**src/rtl/mux81_seq_if.sv**
```systemverilog
// Byte load handshake between the producer and the 8:1 mux bit sequencer.
// The producer drives the master side; the sequencer takes the slave side.
interface mux81_seq_if;
  logic       load_valid;
  logic [7:0] load_data;
  logic       load_ready;

  modport master (
    output load_valid,
    output load_data,
    input  load_ready
  );

  modport slave (
    input  load_valid,
    input  load_data,
    output load_ready
  );
endinterface

```
**src/rtl/mux81_bit_sequencer.sv**
```systemverilog
// Drives an external 8:1 bit-select mux through all eight selects and frames its output as a serial stream.
// Optional even-parity trailer bit is enabled by defining MUX81_SEQ_PARITY_EN.
module mux81_bit_sequencer #(
  parameter int CLK_DIV   = 4,
  parameter int MSB_FIRST = 0
) (
  input  logic        clk,
  input  logic        rst_n,
  mux81_seq_if.slave  load,
  output logic [7:0]  mux_word,
  output logic [2:0]  mux_sel,
  input  logic        mux_bit,
  output logic        ser_out,
  output logic        ser_valid,
  output logic        frame_done,
  output logic        busy
);

  if (CLK_DIV < 1) begin : g_div_check
    $error("mux81_bit_sequencer: CLK_DIV must be at least 1");
  end

  localparam int              DIV_W     = (CLK_DIV > 1) ? $clog2(CLK_DIV) : 1;
  localparam logic [DIV_W-1:0] DIV_LAST = DIV_W'(CLK_DIV - 1);
  localparam logic [2:0]      SEL_FIRST = (MSB_FIRST != 0) ? 3'd7 : 3'd0;

`ifdef MUX81_SEQ_PARITY_EN
  typedef enum logic [1:0] {
    IDLE   = 2'd0,
    SHIFT  = 2'd1,
    PARITY = 2'd2,
    DONE   = 2'd3
  } state_t;
`else
  typedef enum logic [1:0] {
    IDLE  = 2'd0,
    SHIFT = 2'd1,
    DONE  = 2'd2
  } state_t;
`endif

  state_t           state;
  state_t           state_next;
  logic [DIV_W-1:0] div_cnt;
  logic [2:0]       bit_cnt;
  logic             div_last;
  logic             xfer;
  logic             ready;

  assign div_last        = (div_cnt == DIV_LAST);
  assign load.load_ready = ready;

`ifdef MUX81_SEQ_PARITY_EN
  logic par_acc;
`endif

  always_ff @(posedge clk or negedge rst_n) begin
    if (!rst_n) begin
      state <= IDLE;
    end else begin
      state <= state_next;
    end
  end

  always_comb begin
    state_next = state;
    xfer       = 1'b0;
    ready      = 1'b0;
    ser_valid  = 1'b0;
    ser_out    = 1'b1;
    frame_done = 1'b0;
    busy       = 1'b1;
    case (state)
      IDLE: begin
        busy  = 1'b0;
        ready = 1'b1;
        if (load.load_valid) begin
          xfer       = 1'b1;
          state_next = SHIFT;
        end
      end
      SHIFT: begin
        ser_valid = 1'b1;
        ser_out   = mux_bit;
        if (div_last && (bit_cnt == 3'd7)) begin
`ifdef MUX81_SEQ_PARITY_EN
          state_next = PARITY;
`else
          state_next = DONE;
`endif
        end
      end
`ifdef MUX81_SEQ_PARITY_EN
      PARITY: begin
        ser_valid = 1'b1;
        ser_out   = par_acc;
        if (div_last) begin
          state_next = DONE;
        end
      end
`endif
      DONE: begin
        frame_done = 1'b1;
        state_next = IDLE;
      end
      default: begin
        state_next = IDLE;
      end
    endcase
  end

  // Select and counters only move on a transfer or while a bit is being held;
  // mux_sel therefore parks on its last position until the next load.
  always_ff @(posedge clk or negedge rst_n) begin
    if (!rst_n) begin
      mux_word <= 8'd0;
      mux_sel  <= 3'd0;
      div_cnt  <= '0;
      bit_cnt  <= 3'd0;
    end else if (xfer) begin
      mux_word <= load.load_data;
      mux_sel  <= SEL_FIRST;
      div_cnt  <= '0;
      bit_cnt  <= 3'd0;
    end else if (state == SHIFT) begin
      if (div_last) begin
        div_cnt <= '0;
        if (bit_cnt != 3'd7) begin
          bit_cnt <= bit_cnt + 3'd1;
          mux_sel <= (MSB_FIRST != 0) ? (mux_sel - 3'd1) : (mux_sel + 3'd1);
        end
      end else begin
        div_cnt <= div_cnt + DIV_W'(1);
      end
`ifdef MUX81_SEQ_PARITY_EN
    end else if (state == PARITY) begin
      div_cnt <= div_last ? '0 : (div_cnt + DIV_W'(1));
`endif
    end
  end

`ifdef MUX81_SEQ_PARITY_EN
  // Each bit is sampled once, on the final cycle it is held.
  always_ff @(posedge clk or negedge rst_n) begin
    if (!rst_n) begin
      par_acc <= 1'b0;
    end else if (xfer) begin
      par_acc <= 1'b0;
    end else if ((state == SHIFT) && div_last) begin
      par_acc <= par_acc ^ mux_bit;
    end
  end
`endif

endmodule
```
**src/flat_wrapper.sv**
```systemverilog
// flat-port wrapper written by rule: the top's interface ports become plain ports
module mux81_bit_sequencer_flat 
#(
  parameter int CLK_DIV   = 4,
  parameter int MSB_FIRST = 0
)
  (clk, rst_n, mux_word, mux_sel, mux_bit, ser_out, ser_valid, frame_done, busy, load_load_valid, load_load_data, load_load_ready);
  mux81_seq_if load_i ();
  input  logic clk;
  input  logic rst_n;
  output logic [7:0] mux_word;
  output logic [2:0] mux_sel;
  input  logic mux_bit;
  output logic ser_out;
  output logic ser_valid;
  output logic frame_done;
  output logic busy;
  input wire logic [$bits(load_i.load_valid)-1:0] load_load_valid;
  input wire logic [$bits(load_i.load_data)-1:0] load_load_data;
  output wire logic [$bits(load_i.load_ready)-1:0] load_load_ready;
  assign load_i.load_valid = load_load_valid;
  assign load_i.load_data = load_load_data;
  assign load_load_ready = load_i.load_ready;
  mux81_bit_sequencer #(.CLK_DIV(CLK_DIV), .MSB_FIRST(MSB_FIRST)) u_core (.clk(clk), .rst_n(rst_n), .load(load_i), .mux_word(mux_word), .mux_sel(mux_sel), .mux_bit(mux_bit), .ser_out(ser_out), .ser_valid(ser_valid), .frame_done(frame_done), .busy(busy));
endmodule
```
**config.mk**
```make
export PLATFORM = sky130hd
export DESIGN_NAME = mux81_bit_sequencer_flat
export DESIGN_NICKNAME = d
export VERILOG_FILES = /design/src/rtl/mux81_seq_if.sv /design/src/rtl/mux81_bit_sequencer.sv /design/src/flat_wrapper.sv
export SDC_FILE = /design/constraint.sdc
export NUM_CORES = 1
export LEC_CHECK = 0
export CAP_MARGIN = 20
export CORE_MARGIN = 8
export CORE_UTILIZATION = 46
export CTS_CLUSTER_SIZE = 24
export DETAILED_ROUTE_END_ITERATION = 6
export PLACE_DENSITY_LB_ADDON = 0.12
export SYNTH_ARGS = -nofsm -noshare
export SYNTH_HDL_FRONTEND = slang
export SYNTH_SLANG_ARGS = --single-unit
```
**constraint.sdc**
```tcl
create_clock -name clk -period 2.9 [get_ports clk]
set_input_delay 0.58 -clock clk [delete_from_list [all_inputs] [get_ports clk]]
set_output_delay 0.58 -clock clk [all_outputs]
set_load 0.05 [all_outputs]
```
==> results list <==
- The number of clock buffers added by TritonCTS is 3.
* Number of global-route vias before repair: 600
- In this run, synthesis produced a sequential element count of 18.
- Area of the placeable core: 0.001670 sq mm
* Clock share of power: 10.4%
- After detailed routing, the number of vias per cell comes to about 5.4.
* Clk Tree Root Cell: clkbuf_4
- The initial antenna violation count was 0.
- The tightest hold path in the finished design has a slack of 479.1 ps.
* Net Switching: approximately 680 uW
- During placement, the flow inserted port buffers numbering 27.
* CTS HTree Levels: 1
- Summing all non-filler instances in the final layout gives an area of 0.001111 sq mm.
* Remaining routing DRC violations: 0
* Total inserted antenna cells: 0
- Most common cell after layout, fill and taps aside: clkdlybuf4s50_1
- Based on the critical path, the design can be clocked at up to around 0.39 GHz.
* Total vias in the final route: 560
- Gr ovfl total: 0
* Width of the die: 57.56 microns
* Register clock-pin slew on the reported worst setup and hold paths: ~100 ps
- The endpoint identified for the worst register-to-register timing path is u_core.bit_cnt[0].
- Hold Vio Cnt, Final: 0
* Vertical die dimension: 57.56 microns
- Dividing the final minimum period by the clock period gives 87.53%.
- The worst register-to-register path has a setup slack of 1140 ps.
- Dividing total power by cell area gives a power density of 1340 mW/mm^2.
- In this run, synthesis inferred 0 flip-flops with an integrated enable.
* Remaining number of nets flagged by the antenna check after routing: 0
* Terminating pin of the worst hold path: u_core.mux_sel[2]
* Post-synthesis instance area: 794.5 sq um
- GRT Total Usage: 10.82%
- The smallest clock period supported by the final layout is computed as 2538 ps.
* Crit start category: flop
- Once the clock tree was built, the resizer swapped 0 gates to a different size.
- The worst register-to-register path has a depth of 5.
* Drt total wl: 1638 microns
- Hold buffers post-CTS: 0
- Dominant synthesized flop cell: dfrtp_1
- The layout has 133 filler cells.
- The final layout contains 103 nets.
- Yosys synthesis warning count: 0
- The die covers about 0.0033 sq mm.
- Worst Setup End Kind: output pin
- The first global-routing pass estimated 2739 microns of wire.
* Post-route core utilization: 66.52%
- On the final layout, the worst clock skew is 3.555 ps.
- Dividing the detail-routed wire length by the instance count gives 15.90 microns.
* Nets in the synthesized netlist: 72
- Max-cap viol count: 0
* CTS tree: yes
* Placer's final routability congestion estimate: 0.6824
- Data on the critical path arrives at its endpoint at 1960 ps.
- Area growth from synthesis to layout: 39.84%
* Post-synthesis cell count: 56
* Final number of setup-violating endpoints: 0
- Post-CTS Setup Inserts: 0
* Category of the critical setup timing path: flop to output pin
- Final sum of negative setup slack: 0 ps
- The max-slew violation count came to 0.
* # clock sinks: 18
- Distinct cells, synth: 20
- Sequential cells burn 29.3% of the power.
- Headroom to the max-slew limit came out at 48.79%.
* Fraction of registers with async set/reset: 100.0%
- Area of combinational cells with multiple inputs: around 330 sq um
- RSZ-0062 raised after global routing: no
- In this run, the number of DRC markers left after iteration 0 of detailed routing was 8.
* Layout cell share with drive strength beyond 1: 17.44%
* Clk_lat worst skew: 300 ps
* Part of the Yosys area used for sequential elements: a little under three fifths
- Combinational Power Share: about three fifths
- The min-delay analysis places its worst path in the category flop to flop.
- The pre-antenna-repair detailed-routing pass consisted of 4 iterations.
- VDD IR-drop max: 0.7332 mV
- Starting utilization of the core area: between 40% and 50%
- Summing all placed instances gives a cell area of 0.001075 sq mm.
- Outcome: complete, no violations
- Largest net degree at the start of global routing: 19
- The startpoint identified for the worst hold timing path is u_core.mux_sel[2].
- Most used cells in the layout excluding fill and tap cells: clkdlybuf4s50_1 (27), dfrtp_1 (18), mux2_4 (6)
- Leakage power of the design: 0.0005294 uW
- The clock passes through at most 2 buffers.
- Post-route insts no fill: about 100
* Number of top-level pins: 28
* Placed cells: 99
- Detailed placement ended at an HPWL of 1203 microns.
- Switching share of power: 45.96%
* Max Fanout on Critical Path: 5
- For the worst setup path, the data required time is 2320 ps.
- Count of standard-cell rows: 15
- Along the worst hold path, the cell count comes to 1.
- Area of all sequential standard cells: 450.4 sq um
- For the pin with the worst max-slew slack, the measured transition is 765.8 ps.
* Cell internal power dissipation: 804.3 uW
- Post-synthesis area per instance: approximately 14 sq um
- The startpoint identified for the worst register-to-register timing path is u_core.bit_cnt[0].
==> sequential cells by signal, indices dropped and copies added, names as in the netlist <==
| name | count |
|---|---|
| u_core.bit_cnt | 3 |
| u_core.div_cnt | 2 |
| u_core.mux_sel | 3 |
| u_core.mux_word | 8 |
| u_core.state | 2 |
==> cells by family (layout without fill, tap and decap cells) <==
kind of cell,Yosys count,after routing,synth area share [%]
AO/OA/AOI/OAI,6,6,5.512
adder cells (fa/ha/maj),4,4,6.299
buffers and inverters,3,33,2.362
flip-flops,18,18,56.69
multiplexers,11,11,18.27
AND/OR/NAND/NOR,14,14,10.87
==> Yosys cell counts (2+ instances only) <==
master / n / share of area (%)
dfrtp_1: 18 / 57
mux2_4: 6 / 11
ha_1: 4 / 6.3
mux2_2: 4 / 5.7
nand2_1: 4 / 1.9
a22o_1: 3 / 3.3
and2_1: 2 / 1.6
inv_1: 2 / 0.95
nand3_1: 2 / 1.3
==> final cells by class <==
cell class	instances	area share (%)
Multi-Input combinational cell	35	29.28
Tap cell	17	1.914
Sequential cell	18	40.54
Inverter	2	0.6757
Clock buffer	4	3.266
Timing Repair Buffer	27	24.32
==> power by group through the flow <==
stage               Clock, uW  Combinational (uW)  Sequential (uW)
CTS                       163                 909              436
finish                    155                 898              436
detailed placement          0                 904              440
global route              165                 952              449
global placement            0                 890              433
floorplan                   0                 378              691
==> layer usage <==
| layer | vias up | share of wire (%) | track usage [%] |
|---|---|---|---|
| met5 | - | 0 | 0 |
| met4 | 0 | 2.7 | 7.500 |
| met3 | 5 | 7.0 | 3.812 |
| met2 | 24 | 45 | 17.20 |
| met1 | 269 | 45 | 11.74 |
| li1 | 262 | - | - |
==> metrics by stage <==
step	total power, uW	setup slack, ps
3_5_place_dp	1344	404.5
6_report	1488	361.7
4_1_cts	1508	350.6
2_1_floorplan	1069	742.1
5_1_grt	1566	275.7
3_3_place_gp	1323	408.1
==> worst max path at each step <==
stage | startpoint | endpoint | slack (ps) | depth (start not counted)
floorplan | u_core.state[0] | busy | 740 | 2
global placement | mux_bit | ser_out | 410 | 3
detailed placement | mux_bit | ser_out | 400 | 3
CTS | u_core.state[1] | ser_valid | 350 | 3
global route | u_core.state[1] | ser_valid | 280 | 3
finish | u_core.state[1] | ser_valid | 360 | 3
==> worst max-delay path, cell delays in order (launching register included) <==
cell	delay (ps)
dfrtp_1	430
or2b_1	300
inv_1	120
clkdlybuf4s50_1	820
(Power assumes the default switching activity.)
